===== config.mk =====
export PLATFORM = sky130hd
export DESIGN_NAME = sprite_frame_commit_ctrl
export DESIGN_NICKNAME = d
export VERILOG_FILES = /design/src/rtl/sprite_frame_commit_ctrl.sv
export SDC_FILE = /design/constraint.sdc
export NUM_CORES = 1
export LEC_CHECK = 0
export CORE_MARGIN = 5
export CORE_UTILIZATION = 45
export DETAILED_ROUTE_END_ITERATION = 7
export DONT_BUFFER_PORTS = 1
export PLACE_DENSITY = 0.58
export REMOVE_ABC_BUFFERS = 1
export SYNTH_ARGS = -nofsm -noshare
export SYNTH_HDL_FRONTEND = slang
export SYNTH_SLANG_ARGS = --single-unit
export TNS_END_PERCENT = 20

===== constraint.sdc =====
create_clock -name clk -period 18.54 [get_ports clk]
set_input_delay 3.708 -clock clk [delete_from_list [all_inputs] [get_ports clk]]
set_output_delay 3.708 -clock clk [all_outputs]
set_load 0.05 [all_outputs]

===== src/rtl/sprite_frame_commit_ctrl.sv =====
// Sprite configuration controller: bus-written shadow registers are copied
// atomically into the active set at the start of vertical blank on request.
module sprite_frame_commit_ctrl #(
    parameter int NUM_SPRITES = 8,
    parameter int X_W         = 11,
    parameter int Y_W         = 10,
    parameter int VACTIVE     = 480
) (
    input  logic                         clk,
    input  logic                         reset,
    input  logic                         chipselect,
    input  logic                         write,
    input  logic                         read,
    input  logic [8:0]                   address,
    input  logic [31:0]                  writedata,
    output logic [31:0]                  readdata,
    input  logic [10:0]                  hcount,
    input  logic [9:0]                   vcount,
    output logic [NUM_SPRITES*X_W-1:0]   sprite_x,
    output logic [NUM_SPRITES*Y_W-1:0]   sprite_y,
    output logic [NUM_SPRITES-1:0]       sprite_en,
    output logic                         commit_pulse,
    output logic                         irq
);

    localparam logic [8:0] ADDR_EN     = 9'h40;
    localparam logic [8:0] ADDR_CTRL   = 9'h41;
    localparam logic [8:0] ADDR_STATUS = 9'h42;
    localparam logic [8:0] ADDR_FRAME  = 9'h43;
    localparam logic [9:0] VBLANK_LINE = 10'(VACTIVE);

    typedef enum logic [1:0] {
        IDLE,
        ARMED,
        COMMIT
    } state_t;

    state_t state, state_next;

    logic [X_W-1:0]         shadow_x [NUM_SPRITES];
    logic [Y_W-1:0]         shadow_y [NUM_SPRITES];
    logic [NUM_SPRITES-1:0] shadow_en;
    logic [X_W-1:0]         active_x [NUM_SPRITES];
    logic [Y_W-1:0]         active_y [NUM_SPRITES];
    logic [NUM_SPRITES-1:0] active_en;

    logic        irq_en;
    logic        irq_pending;
    logic [15:0] frame_cnt;
    logic [31:0] read_value;

    logic bus_wr;
    logic bus_rd;
    logic vblank_start;
    logic commit_req;
    logic status_clear;
    logic unused_wdata;

    assign bus_wr       = chipselect & write;
    assign bus_rd       = chipselect & read;
    assign vblank_start = (vcount == VBLANK_LINE) && (hcount == '0);
    assign commit_req   = bus_wr && (address == ADDR_CTRL) && writedata[0];
    assign status_clear = bus_wr && (address == ADDR_STATUS) && writedata[1];
    assign unused_wdata = ^writedata;

    // NOTE: the register arrays carry a reset because the active copy drives
    // the compositor and must read as zero straight out of reset.
    always_ff @(posedge clk or posedge reset) begin
        if (reset) begin
            for (int i = 0; i < NUM_SPRITES; i++) begin
                shadow_x[i] <= '0;
                shadow_y[i] <= '0;
            end
            shadow_en <= '0;
        end else if (bus_wr) begin
            for (int i = 0; i < NUM_SPRITES; i++) begin
                if (address == 9'(2*i))     shadow_x[i] <= writedata[X_W-1:0];
                if (address == 9'(2*i + 1)) shadow_y[i] <= writedata[Y_W-1:0];
            end
            if (address == ADDR_EN) shadow_en <= writedata[NUM_SPRITES-1:0];
        end
    end

    // Copy sees the pre-write shadow value when a bus write lands in COMMIT.
    always_ff @(posedge clk or posedge reset) begin
        if (reset) begin
            for (int i = 0; i < NUM_SPRITES; i++) begin
                active_x[i] <= '0;
                active_y[i] <= '0;
            end
            active_en <= '0;
        end else if (state == COMMIT) begin
            active_x  <= shadow_x;
            active_y  <= shadow_y;
            active_en <= shadow_en;
        end
    end

    always_ff @(posedge clk or posedge reset) begin
        if (reset) begin
            state       <= IDLE;
            irq_en      <= 1'b0;
            irq_pending <= 1'b0;
            frame_cnt   <= '0;
        end else begin
            state <= state_next;
            if (bus_wr && (address == ADDR_CTRL)) irq_en <= writedata[1];
            // Setting from a commit outranks a software clear in the same cycle.
            if ((state == COMMIT) && irq_en) irq_pending <= 1'b1;
            else if (status_clear)           irq_pending <= 1'b0;
            if (vblank_start) frame_cnt <= frame_cnt + 16'd1;
        end
    end

    // NOTE: every combinational output gets its default first so no latch
    // is inferred on paths the case statement does not cover.
    always_comb begin
        state_next = state;
        case (state)
            IDLE:    if (commit_req) state_next = ARMED;
            ARMED:   if (vblank_start) state_next = COMMIT;
            COMMIT:  state_next = commit_req ? ARMED : IDLE;
            default: state_next = IDLE;
        endcase
    end

    always_comb begin
        read_value = '0;
        for (int i = 0; i < NUM_SPRITES; i++) begin
            if (address == 9'(2*i))     read_value[X_W-1:0] = shadow_x[i];
            if (address == 9'(2*i + 1)) read_value[Y_W-1:0] = shadow_y[i];
        end
        case (address)
            ADDR_EN:     read_value[NUM_SPRITES-1:0] = shadow_en;
            ADDR_CTRL:   read_value[1] = irq_en;
            ADDR_STATUS: read_value[1:0] = {irq_pending, state == ARMED};
            ADDR_FRAME:  read_value[15:0] = frame_cnt;
            default:     ;
        endcase
    end

    always_ff @(posedge clk or posedge reset) begin
        if (reset)       readdata <= '0;
        else if (bus_rd) readdata <= read_value;
    end

    always_comb begin
        sprite_x = '0;
        sprite_y = '0;
        for (int i = 0; i < NUM_SPRITES; i++) begin
            sprite_x[i*X_W +: X_W] = active_x[i];
            sprite_y[i*Y_W +: Y_W] = active_y[i];
        end
    end

    assign sprite_en    = active_en;
    assign commit_pulse = (state == COMMIT);
    assign irq          = irq_pending & irq_en;

endmodule


==> reports/results.ini, run 1 <==
[floorplanning]
dieArea_mm2 = 0.0420
num_rows = 71
floorplan.initialDensity_pct = 45.5
floorplan.die.height_um = 205
pin_count = 277
core-area_mm2 = 0.0376
floorplan.die.width_um = 205

[yosys]
synthesis.area_mm2 = 0.0171
synthFlopType = dfrtp_1
post_synth_main_area_contributors = dfrtp_1 57%, mux2_2 24%, o21ai_0 1.6%
yosys.cell_count.top_type = dfrtp_1
synth_cell_types = 70
synth_cells = 1287
yosys_warnings = 0
post_synthesis_cell_type_with_the_largest_combined_area = dfrtp_1
netlist.area_leader.share_pct = 56.8
ys_ff_latch = 388
post_synth_most_frequent_cells = 388 x dfrtp_1, 358 x mux2_2, 61 x nand2_1
fraction_of_the_yosys_area_taken_by_sequential_cells_pct = 56.8
asyncSetResetFlopFracSynth_pct = 100
synth_enable_flop_cells = 0
syn-mean-instance-area_um2 = 13.3

[placement]
routabilityCongestion = 0.875
detailed_place_hpwl_um = 33800
io_buffer_count = 0
placedCellCount = 1732
preCtsSetupSlack_ps = 12270
postPlaceCellArea_mm2 = 0.0175

[sta]
setup_viol = 0
layout_worst_path_cycle_share_pct = 31.1
final-max-slew-violation-count = 0
layout_min_cycle_time_ps = 5770
worst-slew-pin-transition_ps = 1240
hold_viol = 0
finalSetupTns_ps = 0
final.setup_skew_ps = 10.8
timing.fmax_mhz = 173
grt_setup_unrepaired = no
layout_setup_ws_ps = 12770
timing.slew.headroom_pct = 16.7

[critical_path]
worstPathArrival_ps = 6220
path_class = input port to flip-flop
cp-end-kind = flip-flop
rr_endpoint = sprite_x[7]$_DFFE_PP0P_
critical_path.startpoint = address[0]
cp_max_fo = 64
worst_r2r_startpoint = state[0]$_DFFE_PP0P_
critPathLaunchType = input port
r2r.worst_path.cells = 4
crit_required_ps = 18990
reg2reg_slack_ps = 15670

[clock_network]
post_cts_resized = 0
tritoncts = done
cts.repair_timing.setup_buffer_count = 0
ctsHtreeMaxLevel = 2
cts.sink_count = 388
ctsLongestPathBuffers = 3
cts_hold_buf = 0
ctsRootBufferMaster = clkbuf_16
clock_latency_ps = 560
numCtsBuffers = 43
path_clk_slew_ps = 60

[min_path]
timing.hold.worst_endpoint = frame_cnt[15]$_DFFE_PP0P_
hold_path.class = flip-flop to flip-flop
holdPathStages = 1
hold_path.startpoint = frame_cnt[15]$_DFFE_PP0P_

[power]
pwr_dens_mw_per_mm2 = 95.8
max-vdd-ir-drop_mv = 0.0638
total_leakage_power_nw = 8.98

[final_layout]
finish.instance_area_mm2 = 0.0189
num_antenna_cells = 0
finalCoreUtilization_pct = 50.3
layout_area_growth_over_synthesis_pct = 10.4
nets = 1334
final_cells = 1807
drive_above_1_share_pct = 37.4
fillerInstances = 3334

[grt]
grt_antenna_before_repair = 3
first_global_vias = 11100
pin_count_of_the_biggest_net_entering_global_routing = 105
grt_first_pass_wirelength_um = 75200
global_route.overflow_total = 0
gr-usage-all-layers_pct = 24.0

[drt]
wl_per_cell_um = 28.1
dr.pass1.iters = 5
count_of_antenna_violating_nets_left_after_detailed_routing = 0
drt_iter0_markers = 740
wl_um = 50700
detail_route.vias_per_cell = 5.93
routed-via-count = 10700
post_detailed_route_drc_marker_count = 0

[run]
max_cap_violations = 0

[status]
run_status = finished, final reports clean

[worst max-delay path by stage]
stage,cells past startpoint,to,slack (ps)
after CTS,4,shadow_y[61]$_DFFE_PP0P_,12850
after global routing,3,irq_en$_DFFE_PP0P_,12680
after floorplan,1,frame_cnt[0]$_DFFE_PP0P_,4050
after detailed placement,4,shadow_y[65]$_DFFE_PP0P_,12270
final,4,shadow_y[49]$_DFFE_PP0P_,12770
after global placement,4,shadow_y[43]$_DFFE_PP0P_,12320
[power by group]
part	internal, mW	total (mW)	switching [mW]
clock network	0.526	0.875	0.350
logic	0.0175	0.0644	0.0470
registers	0.854	0.869	0.0150
total	1.40	1.81	0.412
[layout make-up]
class	count	area, um^2	share of cell area [%]
sequential	388	9710	51.4
multi-input combinational	809	6940	36.7
clock buffer	58	1240	6.59
tap	511	639	3.38
clock inverter	17	196	1.04
timing repair buffer	18	135	0.715
inverter	6	30.0	0.159
[cells by family (layout without fill, tap and decap cells)]
kind of cell | after synthesis | count (layout) | synth area share [%]
flops | 388 | 388 | 56.8
mux | 375 | 375 | 25.2
compound gates | 202 | 202 | 7.67
simple gates | 200 | 200 | 6.43
buf+inv | 105 | 99 | 3.13
xor+xnor | 15 | 15 | 0.768
fa+ha+maj | 1 | 1 | 0.0731
other cells | 1 | 16 | 0.0219
[cells in the final DEF (no fill, tap or decap), types with 12 or more instances in the layout]
cell / instances
a21oi_1: 36
a31oi_1: 12
buf_4: 18
clkbuf_16: 45
conb_1: 16
dfrtp_1: 388
mux2_2: 358
nand2_1: 61
nand3_1: 18
nor2_1: 36
o21ai_0: 54
o22ai_1: 17
xnor2_1: 14
[worst max-delay path: stages]
cell and delay [ps]:
and2_1 870, nand2_1 310, nor2_1 850, mux2_2 420
[stage by stage]
stage | power, mW | hold slack [ps]
floorplan | 0.929 | 445
global placement | 0.949 | 464
detailed placement | 0.950 | 466
CTS | 1.83 | 475
global route | 1.87 | 499
finish | 1.81 | 477
[routing by layer]
layer	global-route usage [%]	vias to the layer above	wire length, um
li1	-	4604	-
met1	32.0	5613	20700
met2	37.4	415	23700
met3	8.53	80	5060
met4	6.91	2	1290
met5	0	-	20
[registers in the layout (all words and copies together), names as in the netlist]
name,count
shadow_en,8
sprite_y,80
sprite_x,88
irq_pending,1
readdata,16
irq_en,1
state,2
shadow_y,80
shadow_x,88
sprite_en,8
frame_cnt,16
Power figures use the tool's default switching activity.
==> run 2, diff against run 1 <==
--- a/config.mk
+++ b/config.mk
@@ -9,7 +9,7 @@
 export CORE_UTILIZATION = 45
 export DETAILED_ROUTE_END_ITERATION = 7
 export DONT_BUFFER_PORTS = 1
-export PLACE_DENSITY = 0.58
+export PLACE_DENSITY = 0.6
 export REMOVE_ABC_BUFFERS = 1
 export SYNTH_ARGS = -nofsm -noshare
 export SYNTH_HDL_FRONTEND = slang
==> constraint.sdc (replaced) <==
create_clock -name clk -period 5.12 [get_ports clk]
set_input_delay 1.024 -clock clk [delete_from_list [all_inputs] [get_ports clk]]
set_output_delay 1.024 -clock clk [all_outputs]
set_load 0.05 [all_outputs]
==> run 2 against run 1 <==
  * Critical path depth up 1
  * Sequential power rose to 3.6 times the previous value
  * Total power rose to 3.5 times the previous value
  * First-iteration DRC count down 13%
  * Via count about the same
  * Cell count down 0.17%
  * Cell area down 0.34%
  * Die area unchanged
  * Wire length down 1.6%
  * Clock skew up 8.8 ps
==> reports/results.ini, run 2 (synthesized netlist as in run 1, its figures left out) <==
[status]
run_status = finished, final reports clean

[placement]
detailed_place_hpwl_um = 33400  ; -1.1%
preCtsSetupSlack_ps = 1710  ; -10550 ps
routabilityCongestion = 0.869  ; -0.62%
postPlaceCellArea_mm2 = 0.0175  ; +0.33%
io_buffer_count = 0  ; unchanged

[clock_network]
ctsLongestPathBuffers = 3  ; unchanged
cts_hold_buf = 0  ; unchanged
cts.repair_timing.setup_buffer_count = 0  ; unchanged
clock_latency_ps = 560  ; about the same
tritoncts = done
path_clk_slew_ps = 60  ; about the same
ctsRootBufferMaster = clkbuf_16
post_cts_resized = 0  ; unchanged
numCtsBuffers = 42  ; -2.3%
ctsHtreeMaxLevel = 2  ; unchanged
cts.sink_count = 388  ; unchanged

[floorplanning]
pin_count = 277  ; unchanged
dieArea_mm2 = 0.0420  ; unchanged
floorplan.die.width_um = 205  ; unchanged
floorplan.die.height_um = 205  ; unchanged
core-area_mm2 = 0.0376  ; unchanged
num_rows = 71  ; unchanged
floorplan.initialDensity_pct = 45.5  ; unchanged

[grt]
first_global_vias = 11200  ; +0.79%
grt_first_pass_wirelength_um = 74300  ; -1.2%
global_route.overflow_total = 0  ; unchanged
gr-usage-all-layers_pct = 23.7  ; -0.31 points
pin_count_of_the_biggest_net_entering_global_routing = 115  ; +9.5%
grt_antenna_before_repair = 1  ; -2

[drt]
routed-via-count = 10700  ; +0.028%
wl_um = 49900  ; -1.6%
drt_iter0_markers = 646  ; -13%
post_detailed_route_drc_marker_count = 0  ; unchanged
count_of_antenna_violating_nets_left_after_detailed_routing = 0  ; unchanged
wl_per_cell_um = 27.7  ; -1.4%
detail_route.vias_per_cell = 5.94  ; +0.19%
dr.pass1.iters = 5  ; unchanged

[critical_path]
critPathLaunchType = input port
r2r.worst_path.cells = 3  ; -1
cp-end-kind = flip-flop
path_class = input port to flip-flop
cpMaxStageDelayCell = nor3_4
number_of_gates_on_the_worst_path_with_buffers_counted = 5  ; +1
critical_path.n_buffers_inverters = 0  ; unchanged
worst_path_largest_cell_delay_ps = 660  ; -210 ps
worstPathArrival_ps = 3320  ; -2900 ps
cp_max_fo = 22  ; -66%
crit_chain = nor3_4 -> nand3_1 -> nor2_1 -> nand2_1 -> mux2_2
crit_required_ps = 5560  ; -13430 ps
critical-path-top-delay-family = simple AND/OR/NAND/NOR gates

[sta]
layout_min_cycle_time_ps = 2870
layout_setup_ws_ps = 2250  ; -10520 ps
grt_setup_unrepaired = no
hold_viol = 0  ; unchanged
timing.fmax_mhz = 348
layout_worst_path_cycle_share_pct = 56.1
final-max-slew-violation-count = 0  ; unchanged
worst-slew-pin-transition_ps = 1170  ; -70.5 ps
final.setup_skew_ps = 19.6  ; +8.83 ps
finalSetupTns_ps = 0  ; unchanged
setup_viol = 0  ; unchanged
timing.slew.headroom_pct = 21.4  ; +4.7 points

[final_layout]
nets = 1334  ; unchanged
layout_area_growth_over_synthesis_pct = 10.1
finalCoreUtilization_pct = 50.1  ; -0.17 points
num_antenna_cells = 0  ; unchanged
finish.instance_area_mm2 = 0.0188  ; -0.34%
final_common_cell = dfrtp_1
drive_above_1_share_pct = 36.9  ; -0.53 points
layout_common_cells = 388 x dfrtp_1, 358 x mux2_2, 61 x nand2_1, 54 x o21ai_0, 43 x clkbuf_16

[power]
total_leakage_power_nw = 8.94  ; -0.40%
pwr_dens_mw_per_mm2 = 337  ; +250%
max-vdd-ir-drop_mv = 0.296  ; +360%

[run]
max_cap_violations = 0  ; unchanged

[min_path]
hold_path.class = input port to asynchronous set/reset pin

-- run 2: changes by cell type in the layout (fill, tap and decap cells not counted), sizes merged --
| cell | previous run | this run |
|---|---|---|
| clkbuf | 58 | 61 |
| clkinv | 9 | 6 |
| buf | 18 | 19 |
| bufinv | 4 | 2 |
| clkinvlp | 3 | 1 |
-- run 2: per-layer routing --
metal	global-route usage [%]	wire (um)
met1	31.0	20000
met2	37.3	23400
met3	9.05	5060
met5	0	35
met4	6.65	1430
-- run 2: worst register-to-register path: cells and delay by family, from the launching register on --
kind,cells,cell delay [ps]
muxes,1,520
and+or+nand+nor,1,390
buffers and inverters,1,750
DFF,1,420
-- run 2: final timing paths --
kind	from	to	slack, ps
min in group clk	frame_cnt[15]$_DFFE_PP0P_	frame_cnt[15]$_DFFE_PP0P_	470
worst max register to register	state[0]$_DFFE_PP0P_	sprite_x[8]$_DFFE_PP0P_	2930
worst max-delay path	address[2]	shadow_en[3]$_DFFE_PP0P_	2250
worst min-delay path	reset	readdata[12]$_DFFE_PP0P_	470
worst min register to register	frame_cnt[15]$_DFFE_PP0P_	frame_cnt[15]$_DFFE_PP0P_	470
max in group asynchronous	reset	shadow_y[71]$_DFFE_PP0P_	3560
-- run 2: area by class of cell --
cell class / instances / area [um^2]
Fill cell: 3327 / 18700
Multi-Input combinational cell: 809 / 6940
Clock inverter: 10 / 106
Inverter: 6 / 30.0
Clock buffer: 61 / 1210
Timing Repair Buffer: 19 / 193
Tap cell: 511 / 639
Sequential cell: 388 / 9710
-- run 2: metrics by stage --
step	hold slack, ps	power (mW)	cells
final	470	6.35	1804
after global placement	464	3.44	1733
after detailed placement	463	3.44	1733
after floorplan	445	3.36	1203
after global routing	495	6.57	1804
after CTS	475	6.41	1804
-- run 2: power breakdown --
part / total (mW) / leakage (nW) / switching (mW) / internal, mW
Clock: 2.96 / 0.650 / 1.23 / 1.74
Combinational: 0.237 / 2.91 / 0.170 / 0.0668
Sequential: 3.15 / 5.39 / 0.0548 / 3.09
